File: config.mk
export PLATFORM = sky130hd
export DESIGN_NAME = sum_accum_flat
export DESIGN_NICKNAME = d
export VERILOG_FILES = /design/src/rtl/sum_accum_pkg.sv /design/src/rtl/sum_accum_if.sv /design/src/rtl/sum_accum_add.sv /design/src/rtl/sum_accum.sv /design/src/flat_wrapper.sv
export SDC_FILE = /design/constraint.sdc
export NUM_CORES = 1
export LEC_CHECK = 0
export CELL_PAD_IN_SITES_DETAIL_PLACEMENT = 0
export CELL_PAD_IN_SITES_GLOBAL_PLACEMENT = 1
export CORE_MARGIN = 2
export CORE_UTILIZATION = 34
export CTS_BUF_LIST = sky130_fd_sc_hd__clkbuf_8 sky130_fd_sc_hd__clkbuf_16
export DETAILED_ROUTE_END_ITERATION = 12
export DONT_BUFFER_PORTS = 1
export PLACE_DENSITY_LB_ADDON = 0.15
export REMOVE_ABC_BUFFERS = 1
export SYNTH_ARGS = -nofsm -noshare
export SYNTH_HDL_FRONTEND = slang
export SYNTH_SLANG_ARGS = --single-unit
File: constraint.sdc
create_clock -name clk -period 3.6 [get_ports clk]
set_input_delay 0.18 -clock clk [delete_from_list [all_inputs] [get_ports clk]]
set_output_delay 0.18 -clock clk [all_outputs]
set_load 0.05 [all_outputs]
File: src/rtl/sum_accum_pkg.sv
// Shared types and default sizing for the sum_accum block.
// Sample width is one bit wider than the adder operand to hold the carry out.
package sum_accum_pkg;

    localparam int SA_DW       = 4;
    localparam int SA_ACC_W    = 8;
    localparam int SA_BATCH    = 4;
    localparam int SA_SAMPLE_W = SA_DW + 1;

    typedef enum logic {
        ST_ACC  = 1'b0,
        ST_HOLD = 1'b1
    } state_t;

endpackage

File: src/rtl/sum_accum_if.sv
// Input (adder result) and output (batch total) handshakes of sum_accum.
// master = sample source / result consumer, slave = sum_accum itself.
interface sum_accum_if
    import sum_accum_pkg::*;
#(
    parameter int DW    = SA_DW,
    parameter int ACC_W = SA_ACC_W
);

    logic             in_valid;
    logic             in_ready;
    logic [DW-1:0]    in_sum;
    logic             in_co;
    logic             out_valid;
    logic             out_ready;
    logic [ACC_W-1:0] out_acc;
    logic             out_ovf;
    logic [7:0]       out_cnt;

    modport master (
        output in_valid,
        output in_sum,
        output in_co,
        output out_ready,
        input  in_ready,
        input  out_valid,
        input  out_acc,
        input  out_ovf,
        input  out_cnt
    );

    modport slave (
        input  in_valid,
        input  in_sum,
        input  in_co,
        input  out_ready,
        output in_ready,
        output out_valid,
        output out_acc,
        output out_ovf,
        output out_cnt
    );

endinterface

File: src/rtl/sum_accum_add.sv
// Accumulator datapath: adds a zero-extended {co, sum} sample to acc.
// SUM_ACCUM_SAT_EN selects saturation at all-ones instead of wrap-around.
module sum_accum_add
    import sum_accum_pkg::*;
#(
    parameter int DW    = SA_DW,
    parameter int ACC_W = SA_ACC_W
) (
    input  logic [ACC_W-1:0] acc,
    input  logic [DW:0]      sample,
    output logic [ACC_W-1:0] acc_nxt,
    output logic             ovf_bit
);

    logic [ACC_W:0] sum;

    always_comb begin
        sum = {1'b0, acc} + {{(ACC_W - DW){1'b0}}, sample};
`ifdef SUM_ACCUM_SAT_EN
        // once pinned at all-ones, any further add carries out again and stays pinned
        acc_nxt = sum[ACC_W] ? {ACC_W{1'b1}} : sum[ACC_W-1:0];
`else
        acc_nxt = sum[ACC_W-1:0];
`endif
        ovf_bit = sum[ACC_W];
    end

endmodule

File: src/rtl/sum_accum.sv
// Batch accumulator behind the 4-bit adder stage; presents a total every BATCH samples.
// Optional saturation via SUM_ACCUM_SAT_EN (see sum_accum_add).
//
// state   | meaning
// ST_ACC  | accepting samples, in_ready=1, adding into acc
// ST_HOLD | batch total presented on out_*, waiting for out_ready
module sum_accum
    import sum_accum_pkg::*;
#(
    parameter int DW    = SA_DW,
    parameter int ACC_W = SA_ACC_W,
    parameter int BATCH = SA_BATCH
) (
    input logic            clk,
    input logic            rst_n,
    input logic            clr,
    sum_accum_if.slave     bus
);

    localparam logic [7:0] BATCH_CNT = 8'(BATCH);

    state_t           state;
    logic [ACC_W-1:0] acc;
    logic             ovf;
    logic [7:0]       cnt;
    logic             out_valid;
    logic [ACC_W-1:0] out_acc;
    logic             out_ovf;

    logic [ACC_W-1:0] acc_nxt;
    logic             ovf_bit;
    logic [7:0]       cnt_inc;
    logic             take;

    sum_accum_add #(
        .DW    (DW),
        .ACC_W (ACC_W)
    ) u_add (
        .acc     (acc),
        .sample  ({bus.in_co, bus.in_sum}),
        .acc_nxt (acc_nxt),
        .ovf_bit (ovf_bit)
    );

    assign cnt_inc = cnt + 8'd1;
    assign take    = bus.in_valid && (state == ST_ACC);

    always_ff @(posedge clk or negedge rst_n) begin
        if (!rst_n) begin
            state     <= ST_ACC;
            acc       <= '0;
            ovf       <= 1'b0;
            cnt       <= '0;
            out_valid <= 1'b0;
            out_acc   <= '0;
            out_ovf   <= 1'b0;
        end else if (clr) begin
            // out_acc/out_ovf intentionally keep the last presented result
            state     <= ST_ACC;
            acc       <= '0;
            ovf       <= 1'b0;
            cnt       <= '0;
            out_valid <= 1'b0;
        end else begin
            case (state)
                ST_ACC: begin
                    if (take) begin
                        if (cnt_inc == BATCH_CNT) begin
                            out_acc   <= acc_nxt;
                            out_ovf   <= ovf | ovf_bit;
                            out_valid <= 1'b1;
                            state     <= ST_HOLD;
                            acc       <= '0;
                            ovf       <= 1'b0;
                            cnt       <= '0;
                        end else begin
                            acc <= acc_nxt;
                            ovf <= ovf | ovf_bit;
                            cnt <= cnt_inc;
                        end
                    end
                end
                ST_HOLD: begin
                    if (bus.out_ready) begin
                        out_valid <= 1'b0;
                        state     <= ST_ACC;
                    end
                end
                default: state <= ST_ACC;
            endcase
        end
    end

    assign bus.in_ready  = (state == ST_ACC);
    assign bus.out_valid = out_valid;
    assign bus.out_acc   = out_acc;
    assign bus.out_ovf   = out_ovf;
    assign bus.out_cnt   = cnt;

endmodule

File: src/flat_wrapper.sv
// flat-port wrapper written by rule: the top's interface ports become plain ports
module sum_accum_flat import sum_accum_pkg::*;
#(
    parameter int DW    = SA_DW,
    parameter int ACC_W = SA_ACC_W,
    parameter int BATCH = SA_BATCH
)
  (clk, rst_n, clr, bus_in_valid, bus_in_sum, bus_in_co, bus_out_ready, bus_in_ready, bus_out_valid, bus_out_acc, bus_out_ovf, bus_out_cnt);
  sum_accum_if #(.DW(DW), .ACC_W(ACC_W)) bus_i ();
  input logic clk;
  input logic rst_n;
  input logic clr;
  input wire logic [$bits(bus_i.in_valid)-1:0] bus_in_valid;
  input wire logic [$bits(bus_i.in_sum)-1:0] bus_in_sum;
  input wire logic [$bits(bus_i.in_co)-1:0] bus_in_co;
  input wire logic [$bits(bus_i.out_ready)-1:0] bus_out_ready;
  output wire logic [$bits(bus_i.in_ready)-1:0] bus_in_ready;
  output wire logic [$bits(bus_i.out_valid)-1:0] bus_out_valid;
  output wire logic [$bits(bus_i.out_acc)-1:0] bus_out_acc;
  output wire logic [$bits(bus_i.out_ovf)-1:0] bus_out_ovf;
  output wire logic [$bits(bus_i.out_cnt)-1:0] bus_out_cnt;
  assign bus_i.in_valid = bus_in_valid;
  assign bus_i.in_sum = bus_in_sum;
  assign bus_i.in_co = bus_in_co;
  assign bus_i.out_ready = bus_out_ready;
  assign bus_in_ready = bus_i.in_ready;
  assign bus_out_valid = bus_i.out_valid;
  assign bus_out_acc = bus_i.out_acc;
  assign bus_out_ovf = bus_i.out_ovf;
  assign bus_out_cnt = bus_i.out_cnt;
  sum_accum #(.DW(DW), .ACC_W(ACC_W), .BATCH(BATCH)) u_core (.clk(clk), .rst_n(rst_n), .clr(clr), .bus(bus_i));
endmodule
======== Word level (Yosys, flattened, before mapping) ========
Cells that the tools add are included.
word-level totals
  logic and storage cells ................. 44
  register bits after elaboration ......... 28
  output and inout bits ................... 19
  input port bits ......................... 10
operators by class
  multiplexer cells ....................... 22
  reduce and logical (&&, ||, !) cells .... 5
  add/subtract/negate cells ............... 2
  equal/unequal tests ..................... 5
  bitwise operators ....................... 3
operators with widths
  kind                 count
  $mux 8               8
  $mux 1               12
  $add 8x5->9          1
  $add 8x1->8 const B  1
  $eq 8x3->1 const B   1
  $ne 3x2->1 const B   2
  $pmux 1 s2           2
  $reduce_and 4->1     1
  $ne 3x3->1 const B   1
  $reduce_and 3->1     1
  $ne 2x2->1 const B   1
  $not 1->1            2
  $reduce_and 2->1     1
  $reduce_bool 2->1    1
  $logic_and 1x1->1    1
  $or 1x1->1           1

======== Depth between registers and ports, before layout ========
Gate-level depths: netlist of run 1.
  depth in word-level cells ............... 6
  depth in mapped cells ................... 8
  mapped depth without buffers ............ 8

======== Modules after synthesis ========
From an unflattened synthesis of run 1, not the netlist that was laid out.
second synthesis, totals
  cells, all modules ...................... 146
  area, all modules ....................... 1465.2 um2
modules (own cells, without submodules)
  module         area an instance (um2)  sequential area each (um2)  instances  cells each
  sum_accum      1231.2                  700.7                       1          118
  sum_accum_add  234.0                   0.0                         1          28

======== Worst setup path before layout of run 1 ========
OpenSTA, ideal clock, no wires.
  path kind ............................... register to register
  from .................................... register u_core.cnt[0], in the netlist u_core.bus.out_cnt[0]
  to ...................................... register u_core.out_acc[0], in the netlist u_core.bus.out_acc[0]
  arrival ................................. 1.983 ns
  setup slack ............................. 1.492 ns
  setup time .............................. 0.125 ns
  period minus slack after synthesis ...... 2.108 ns
  buffers on the path ..................... 1
  required time ........................... 3.475 ns
  stages on the path, launching flop included .. 7
  cells stage by stage .................... dfrtp_1 -> ha_1 -> nand2_1 -> nor4_2 -> and2_1 -> buf_6 -> mux2_4
on the way
  word-level cells in the longest chain between the ends .. 3
ends and longest elaborated chain
  element                     line             RTL
  start, declared             sum_accum.sv:25  logic [7:0] cnt;
  start signal, assigned      sum_accum.sv:79  cnt <= cnt_inc;
  $add 8x1->8                 sum_accum.sv:45  assign cnt_inc = cnt + 8'd1;
  $eq 8x3->1                  sum_accum.sv:68  if (cnt_inc == BATCH_CNT) begin
  $reduce_and 4->1 (no line)  -
  end signal, assigned        sum_accum.sv:69  out_acc <= acc_nxt;
  end, declared               sum_accum.sv:27  logic [ACC_W-1:0] out_acc;
Every way passes these cells.
A chain may end at the register's enable or synchronous reset.

======== Final worst setup path of run 1 ========
  from .................................... register u_core.cnt[0], in the netlist u_core.bus.out_cnt[0]
  to ...................................... register u_core.out_ovf, in the netlist u_core.bus.out_ovf
on the way
  word-level cells in the longest chain between the ends .. 3
ends and longest elaborated chain
  element                     line             RTL
  $add 8x1->8                 sum_accum.sv:45
  $eq 8x3->1                  sum_accum.sv:68
  $reduce_and 4->1 (no line)  -
  end signal, assigned        sum_accum.sv:70  out_ovf <= ovf | ovf_bit;
  end, declared               sum_accum.sv:28  logic out_ovf;
Every way passes these cells.

==> summary.txt, run 1 <==
clock sink count = 28
non-filler cells, final = 189
proportion of layout cells with a drive suffix above 1 = 11.5%
CP max FO = 9
Max Slew Vio Count = 0
die area = 4900 um2
ordered list of cells on the worst path = ha_1, nand2_1, nor4_2, and2_1, mux2_4
sequential share of the synthesized area = 47.3%
highest metal used = met4
initial core utilization = 36.2%
Hold Path End = u_core.bus.out_valid$_DFFE_PN0P_
LEAKAGE = 0.725 nW
setup slack, reg-to-reg = 1.00 ns
top cell type's share of synthesized area = 47.3%
Tightest Pin Transition = 0.811 ns
HP Start = bus_out_ready
R2R depth = 5
clock tree buffer depth = 2
Vias/cell = 5.21
gr ovfl total = 0
CTS root buffer = clkbuf_8
Post-CTS Setup Inserts = 0
Rel. slew slack = 45.7%
synthesized instance count = 135
reg2reg start = u_core.bus.out_cnt[0]$_DFFE_PN0P_
Post-Syn Area = 1480 um2
Setup crit start = u_core.bus.out_cnt[0]$_DFFE_PN0P_
Placer Congestion = 0.754
Final min period = 2.60 ns
DP Wirelength = 2180 um
Final Net Count = 157
CTS tree = done
met3 routed WL = 141 um
EDFF count, synth = 0
Core Area = 4090 um2
first-pass GRT wire length = 5130 um
Yosys reg bits = 28
Crit Reg-Reg Endpoint = u_core.bus.out_ovf$_DFFE_PN0P_
CTS clk-pin slew, worst paths = 0.10 ns
Setup TNS Final = 0 ns
WHS Path Cells = 2
die span in x = 70.0 um
top-count cell post-synth = dfrtp_1
Die Y = 70.0 um
vias in the first global route = 999
synth unique cells = 35
outcome = completed
router iterations before antenna repair = 4
CP startpoint kind = register
Synth area leaders = dfrtp_1 (47%), mux2_4 (8.1%), ha_1 (5.1%)
post-DR wirelength/cell = 16.0 um
Detailed Route WL = 3030 um
placed insts = 182
critical path buffer and inverter count = 0
crit path capture type = register
CP max stage cell = dfrtp_1
All-Layer GR Usage = 13.1%
Layout area overhead = 10.4%
VDD IR max = 0.000257 V
Syn Area/Cell = 11.0 um2
Worst path top cell family by delay = simple AND/OR/NAND/NOR gates
Antenna Nets Post-Route = 0
Placement Rows = 23
I/O pins = 29
CTS Buf Count = 3
drc violations = 0
worst hold slack = 0.0674 ns
PwrDens = 465 nW/um2
metal2 WL = 1390 um
M1 WL = 1490 um
Final Hold Vio Count = 0
initial DRC count = 27
synth warn = 0
largest net degree at the start of global routing = 29
Worst Skew = 0.0124 ns
WP data arrival = 2.76 ns
endpoints failing setup = 0
total power = 0.000760 W
slowest stage delay, CP = 0.71 ns
RSZ-0062 raised after global routing = false
asr flop ratio synth = 100%
Ant. Diodes = 0
Hold Path Class = in2reg
WS Path Type = reg2reg
Main synth FF type = dfrtp_1
initial antenna violation count = 0
CTS H-tree lvls = 1
biggest area consumer among synthesized cells = dfrtp_1
Final period util = 72.1%
IO buf count = 0
Req. time, crit path = 3.76 ns
Post-synth top cells = dfrtp_1 (28), nor2_1 (13), nand2_1 (10)
Final Instance Area = 1630 um2
Maximum Capacitance Violations = 0
placed cell areas = 1520 um2
fmax = 385 MHz
Vias = 985
worst skew pair latency = 0.28 ns
-- registers in the layout, indices dropped and copies added (netlist names) --
name / cells
u_core.state: 1
u_core.bus.out_valid: 1
u_core.acc: 8
u_core.bus.out_cnt: 8
u_core.ovf: 1
u_core.bus.out_acc: 8
u_core.bus.out_ovf: 1
-- repair_timing --
action | in CTS | in global routing
endpoints found under the hold margin | 38 | 0
resized for setup | 0 | 0
hold buffers | 3 | 0
-- final cells by class --
cell class / count / area, um2
fillers: 415 / 2450
well taps: 50 / 62.6
clock buffers: 3 / 41.3
clock inverters: 1 / 30.0
inverters: 6 / 22.5
repair buffers: 3 / 40.0
multi-input cells: 98 / 737
flip-flops and latches: 28 / 701
-- layer usage --
layer	up-vias	global-route usage, %
li1	496	-
met1	465	17.7
met2	22	21.0
met3	2	3.03
met4	0	3.85
met5	-	0
-- cells in the final DEF, fill, tap and decap left out, types with 2 or more instances in the layout --
cell           Yosys  layout
a211oi_1           2       2
a2bb2oi_1          2       2
a22o_1             5       5
o21ai_0            7       7
dlygate4sd3_1      0       2
ha_1               6       6
xnor2_1            7       7
mux2_4             8       8
inv_1              6       6
nand3_1            2       2
nor2_1            13      13
clkbuf_8           0       3
nand2b_1           3       3
nor2b_1            3       3
a21o_1             3       3
a21oi_1            6       6
nand2_1           10      10
o2111ai_1          2       2
nand4_1            2       2
xor2_1             3       3
or3_1              2       2
dfrtp_1           28      28
-- kinds of logic (layout without fill, tap and decap cells) --
family / Yosys count / count (layout) / synth area share (%)
mux: 9 / 9 / 8.79
simple gates: 39 / 39 / 13.0
compound gates: 33 / 33 / 15.6
buf+inv: 9 / 13 / 2.87
fa+ha+maj: 7 / 7 / 6.42
flops: 28 / 28 / 47.3
xor+xnor: 10 / 10 / 5.92
-- how the worst max path moves through the flow --
stage | end | slack (ns) | depth (start not counted)
floorplan | u_core.bus.out_acc[0]$_DFFE_PN0P_ | 1.32 | 5
global placement | u_core.bus.out_acc[7]$_DFFE_PN0P_ | 1.09 | 5
detailed placement | u_core.bus.out_acc[2]$_DFFE_PN0P_ | 0.99 | 5
CTS | u_core.bus.out_acc[7]$_DFFE_PN0P_ | 0.98 | 5
global route | u_core.bus.out_ovf$_DFFE_PN0P_ | 0.84 | 5
finish | u_core.bus.out_ovf$_DFFE_PN0P_ | 1.00 | 5
-- stage by stage --
step                setup slack [ns]  util, %
floorplan                       1.32        -
global placement                1.09     37.3
detailed placement             0.995     37.3
CTS                            0.979     40.0
global route                   0.837     40.0
finish                          1.00     40.0
-- report_power, final --
group / total [W] / internal (W) / switching [W]
Combinational: 0.000105 / 0.0000514 / 0.0000537
Sequential: 0.000406 / 0.000335 / 0.0000710
Clock: 0.000249 / 0.000149 / 0.000100
(Power assumes the default switching activity.)
==> run 2, diff against run 1 <==
==> constraint.sdc (replaced) <==
create_clock -name clk -period 2.4 [get_ports clk]
set_input_delay 0.12 -clock clk [delete_from_list [all_inputs] [get_ports clk]]
set_output_delay 0.12 -clock clk [all_outputs]
set_load 0.05 [all_outputs]
==> summary.txt, run 2 (synthesized netlist as in run 1, its figures left out) <==
outcome = completed (unchanged)
Final Net Count = 170 (was 157)
most common cell after layout, fill and taps aside = dfrtp_1 (unchanged)
Worst Skew = 0.00869 ns (was 0.0124 ns)
Vias = 1047 (was 985)
initial antenna violation count = 0 (unchanged)
PwrDens = 669 nW/um2 (was 465 nW/um2)
Final period util = 83.9% (was 72.1%)
fmax = 497 MHz (was 385 MHz)
total power = 0.00116 W (was 0.000760 W)
WHS Path Cells = 2 (unchanged)
Core Area = 4090 um2 (unchanged)
VDD IR max = 0.000382 V (was 0.000257 V)
RSZ-0062 raised after global routing = false (unchanged)
LEAKAGE = 0.794 nW (was 0.725 nW)
DP Wirelength = 2370 um (was 2180 um)
proportion of layout cells with a drive suffix above 1 = 19.1% (was 11.5%)
CTS Buf Count = 3 (unchanged)
Layout area overhead = 17.0% (was 10.4%)
# resized after CTS = 0 (unchanged)
endpoints failing setup = 0 (unchanged)
WP data arrival = 2.18 ns (was 2.76 ns)
CP startpoint kind = register (unchanged)
R2R depth = 8 (was 5)
CTS clk-pin slew, worst paths = 0.10 ns (about the same)
vias in the first global route = 1142 (was 999)
Final Hold Vio Count = 0 (unchanged)
clock sink count = 28 (unchanged)
first-pass GRT wire length = 5600 um (was 5130 um)
die span in x = 70.0 um (unchanged)
gr ovfl total = 0 (unchanged)
Detailed Route WL = 3340 um (was 3030 um)
WS Path Type = reg2reg (unchanged)
Placer Congestion = 0.769 (was 0.754)
Vias/cell = 5.18 (was 5.21)
Place WS = 0.416 ns (was 0.995 ns)
CTS root buffer = clkbuf_8 (unchanged)
drc violations = 0 (unchanged)
Final min period = 2.01 ns (was 2.60 ns)
Post-CTS Setup Inserts = 0 (unchanged)
setup slack after layout = 0.387 ns (was 1.00 ns)
Maximum Capacitance Violations = 0 (unchanged)
IO buf count = 0 (unchanged)
CP max FO = 3 (was 9)
initial DRC count = 52 (was 27)
I/O pins = 29 (unchanged)
final core utilization = 42.4% (was 40.0%)
post-DR wirelength/cell = 16.5 um (was 16.0 um)
Storage cell area = 701 um2 (unchanged)
die area = 4900 um2 (unchanged)
Rel. slew slack = 48.3% (was 45.7%)
router iterations before antenna repair = 4 (unchanged)
crit path capture type = register (unchanged)
commonest non-fill, non-tap cells in the layout = dfrtp_1 (28), nor2_1 (13), buf_4 (13) (was dfrtp_1 (28), nor2_1 (13), nand2_1 (10))
initial core utilization = 36.2% (unchanged)
clock tree buffer depth = 2 (unchanged)
Ant. Diodes = 0 (unchanged)
CTS H-tree lvls = 1 (unchanged)
largest net degree at the start of global routing = 29 (unchanged)
Max Slew Vio Count = 0 (unchanged)
Die Y = 70.0 um (unchanged)
All-Layer GR Usage = 14.5% (was 13.1%)
area of the multi-input gates = 737 um2 (unchanged)
Setup TNS Final = 0 ns (unchanged)
worst skew pair latency = 0.28 ns (about the same)
Tightest Pin Transition = 0.772 ns (was 0.811 ns)
Placement Rows = 23 (unchanged)
Hold Path Class = in2reg (unchanged)
Req. time, crit path = 2.57 ns (was 3.76 ns)
CTS tree = done (unchanged)
fillers = 405 (was 415)
Antenna Nets Post-Route = 0 (unchanged)
## run 2: cell count changes in the layout (fill, tap and decap cells not counted)
cell,delta
buf_4,+13
## run 2: final cells by class
class | instances | area share [%]
clock buffer | 3 | 2.38
sequential | 28 | 40.5
clock inverter | 1 | 1.73
multi-input combinational | 98 | 42.6
inverter | 6 | 1.30
tap | 50 | 3.61
timing repair buffer | 16 | 7.95
## run 2: per-stage QoR
stage / std cells / instance area (um2) / hold WS (ns)
2_1_floorplan: 132 / 1460 / -0.176
5_1_grt: 202 / 1730 / 0.00285
3_3_place_gp: 195 / 1620 / -0.175
4_1_cts: 202 / 1730 / 0.0176
6_report: 202 / 1730 / 0.0243
3_5_place_dp: 195 / 1620 / -0.175
## run 2: final timing paths
kind	end	from	slack, ns
min reg2reg	u_core.acc[0]$_DFFE_PN0P_	u_core.acc[0]$_DFFE_PN0P_	0.52
max reg2reg	u_core.bus.out_acc[6]$_DFFE_PN0P_	u_core.acc[0]$_DFFE_PN0P_	0.39
max in group asynchronous	u_core.bus.out_acc[7]$_DFFE_PN0P_	rst_n	1.96
min in group asynchronous	u_core.acc[3]$_DFFE_PN0P_	rst_n	0.27
min	u_core.bus.out_valid$_DFFE_PN0P_	bus_out_ready	0.02
max	u_core.bus.out_acc[6]$_DFFE_PN0P_	u_core.acc[0]$_DFFE_PN0P_	0.39
## run 2: what timing repair did
item	4_1_cts	5_1_grt
setup endpoints to repair	0	0
endpoints found under the hold margin	38	0
hold buffers	3	0
## run 2: where the power goes
part / internal (W) / switching, W
logic: 0.0000846 / 0.0000980
registers: 0.000503 / 0.0000927
clock network: 0.000224 / 0.000156
## run 2: critical path, stage by stage, from the launching register on
cell and delay (ns):
dfrtp_1 0.36, ha_1 0.20, inv_1 0.07, fa_1 0.41, nor2b_1 0.17, o31a_1 0.18
o21ai_0 0.11, xnor2_1 0.16, mux2_4 0.26
## run 2: layer usage
metal	track usage (%)	vias up	share of wire [%]	routed length (um)
met4	4.70	0	0.63	21
met2	24.0	19	49	1650
li1	-	514	-	-
met5	0	-	0	0
met1	18.1	512	46	1530
met3	4.47	2	4.2	139
==> run 3, diff against run 2 <==
==> constraint.sdc (replaced) <==
create_clock -name clk -period 2.1 [get_ports clk]
set_input_delay 0.105 -clock clk [delete_from_list [all_inputs] [get_ports clk]]
set_output_delay 0.105 -clock clk [all_outputs]
set_load 0.05 [all_outputs]
==> summary.txt, run 3 (synthesized netlist as in run 1, its figures left out) <==
outcome = completed (unchanged)
Ant. Diodes = 0 (unchanged)
gr ovfl total = 0 (unchanged)
Int Pwr = 0.000841 W (was 0.000811 W)
die area = 4900 um2 (unchanged)
Worst Skew = 0.00925 ns (was 0.00869 ns)
switch share = 31.9% (was 30.0%)
CTS H-tree lvls = 1 (unchanged)
initial antenna violation count = 0 (unchanged)
Layout area overhead = 16.2% (was 17.0%)
DP Wirelength = 2330 um (was 2370 um)
first-pass GRT wire length = 5400 um (was 5600 um)
setup slack after layout = 0.152 ns (was 0.387 ns)
die span in x = 70.0 um (unchanged)
WHS Path Cells = 2 (unchanged)
Rel. slew slack = 49.7% (was 48.3%)
vias in the first global route = 1073 (was 1142)
CTS root buffer = clkbuf_8 (unchanged)
CTS tree = done (unchanged)
RSZ-0062 raised after global routing = false (unchanged)
Setup crit start = u_core.acc[0]$_DFFE_PN0P_ (unchanged)
Die Y = 70.0 um (unchanged)
sequential power share = 55.2% (was 51.4%)
fillers = 405 (unchanged)
VDD IR max = 0.000580 V (was 0.000382 V)
clock tree buffer depth = 2 (unchanged)
Final min period = 1.95 ns (was 2.01 ns)
proportion of layout cells with a drive suffix above 1 = 20.4% (was 19.1%)
I/O pins = 29 (unchanged)
worst skew pair latency = 0.28 ns (about the same)
IO buf count = 0 (unchanged)
met2 Resource Use GR = 23.5% (was 24.0%)
CTS Buf Count = 3 (unchanged)
Gate power share = 16.9% (was 15.8%)
Placement Rows = 23 (unchanged)
Maximum Capacitance Violations = 0 (unchanged)
clock sink count = 28 (unchanged)
WP data arrival = 2.11 ns (was 2.18 ns)
post-DR wirelength/cell = 16.2 um (was 16.5 um)
Vias/cell = 5.10 (was 5.18)
total power = 0.00123 W (was 0.00116 W)
GRT busiest layer = met2 (unchanged)
Antenna Nets Post-Route = 0 (unchanged)
largest net degree at the start of global routing = 29 (unchanged)
GRT met1 Usage = 18.5% (was 18.1%)
Detailed Route WL = 3270 um (was 3340 um)
Max Slew Vio Count = 0 (unchanged)
R2R depth = 8 (unchanged)
Hold Path Class = in2reg (unchanged)
Tightest Pin Transition = 0.752 ns (was 0.772 ns)
Post-CTS Setup Inserts = 0 (unchanged)
WS Path Type = reg2reg (unchanged)
Net Sw Power = 0.000394 W (was 0.000347 W)
Vias = 1031 (was 1047)
router iterations before antenna repair = 4 (unchanged)
initial core utilization = 36.2% (unchanged)
Final Hold Vio Count = 0 (unchanged)
CP startpoint kind = register (unchanged)
Final Net Count = 170 (unchanged)
Crit Reg-Reg Endpoint = u_core.bus.out_ovf$_DFFE_PN0P_ (was u_core.bus.out_acc[6]$_DFFE_PN0P_)
fmax = 513 MHz (was 497 MHz)
final core utilization = 42.1% (was 42.4%)
setup slack, reg-to-reg = 0.15 ns (was 0.39 ns)
M3 GR Usage = 3.75% (was 4.47%)
reg2reg start = u_core.acc[0]$_DFFE_PN0P_ (unchanged)
initial DRC count = 49 (was 52)
LEAKAGE = 0.787 nW (was 0.794 nW)
drc violations = 0 (unchanged)
endpoints failing setup = 0 (unchanged)
Req. time, crit path = 2.26 ns (was 2.57 ns)
Place WS = 0.116 ns (was 0.416 ns)
Placer Congestion = 0.748 (was 0.769)
Core Area = 4090 um2 (unchanged)
Clock Power Share = 27.8% (was 32.8%)
most common cell after layout, fill and taps aside = dfrtp_1 (unchanged)
All-Layer GR Usage = 14.0% (was 14.5%)
commonest non-fill, non-tap cells in the layout = dfrtp_1 (28), nor2_1 (13), buf_4 (13) (unchanged)
CP max FO = 3 (unchanged)
Final period util = 92.8% (was 83.9%)
crit path capture type = register (unchanged)
CTS clk-pin slew, worst paths = 0.10 ns (about the same)
Worst Setup EP = u_core.bus.out_ovf$_DFFE_PN0P_ (was u_core.bus.out_acc[6]$_DFFE_PN0P_)
PwrDens = 718 nW/um2 (was 669 nW/um2)
[run 3: cell count changes in the layout (fill, tap and decap cells not counted), sizes merged]
cell / change
bufinv: -1
clkbuf: +1
[run 3: area by class of cell]
cell class / instances / area, um2 / area share, %
clock buffer: 4 / 55.1 / 3.20
inverter: 6 / 22.5 / 1.31
multi-input combinational: 98 / 742 / 43.1
sequential: 28 / 701 / 40.7
tap: 50 / 62.6 / 3.64
timing repair buffer: 16 / 138 / 8.00
[run 3: metal layers]
metal | share of wire [%] | vias up | wire, um
li1 | - | 513 | -
met2 | 50 | 18 | 1630
met5 | 0 | - | 0
met1 | 46 | 498 | 1520
met3 | 3.2 | 2 | 104
met4 | 0.52 | 0 | 17
[run 3: timing repair]
| item | CTS | global route |
|---|---|---|
| hold buffers | 3 | 0 |
| hold endpoints to repair | 38 | 0 |
| gates resized for setup | 0 | 2 |
| setup endpoints to repair | 0 | 1 |
[run 3: critical path, stage by stage (launching register included)]
cell	delay [ns]
dfrtp_1	0.40
ha_1	0.21
inv_1	0.08
fa_2	0.22
nor2b_2	0.05
o31a_1	0.31
o2111ai_1	0.19
nand2b_1	0.11
mux2_4	0.26
[run 3: stage by stage]
step	setup TNS [ns]	area (um2)	hold slack, ns	cells
after global routing	0	1720	0.00298	202
after floorplan	-1.43	1460	-0.191	132
after detailed placement	0	1620	-0.190	195
after global placement	0	1620	-0.190	195
final	0	1720	0.00519	202
after CTS	0	1720	0.00248	202
[run 3: worst min path at each step]
stage / startpoint / end / slack (ns)
3_5_place_dp: rst_n / u_core.bus.out_acc[3]$_DFFE_PN0P_ / -0.19
3_3_place_gp: rst_n / u_core.acc[3]$_DFFE_PN0P_ / -0.19
4_1_cts: bus_out_ready / u_core.bus.out_valid$_DFFE_PN0P_ / 0.002
2_1_floorplan: rst_n / u_core.acc[0]$_DFFE_PN0P_ / -0.19
5_1_grt: bus_out_ready / u_core.bus.out_valid$_DFFE_PN0P_ / 0.003
6_report: bus_out_ready / u_core.bus.out_valid$_DFFE_PN0P_ / 0.005
[run 3: power by group through the flow]
stage	combinational (W)	clock, W	sequential (W)
3_3_place_gp	0.000182	0	0.000691
3_5_place_dp	0.000186	0	0.000693
5_1_grt	0.000233	0.000369	0.000688
6_report	0.000209	0.000344	0.000682
4_1_cts	0.000209	0.000351	0.000682
2_1_floorplan	0.000134	0	0.000697
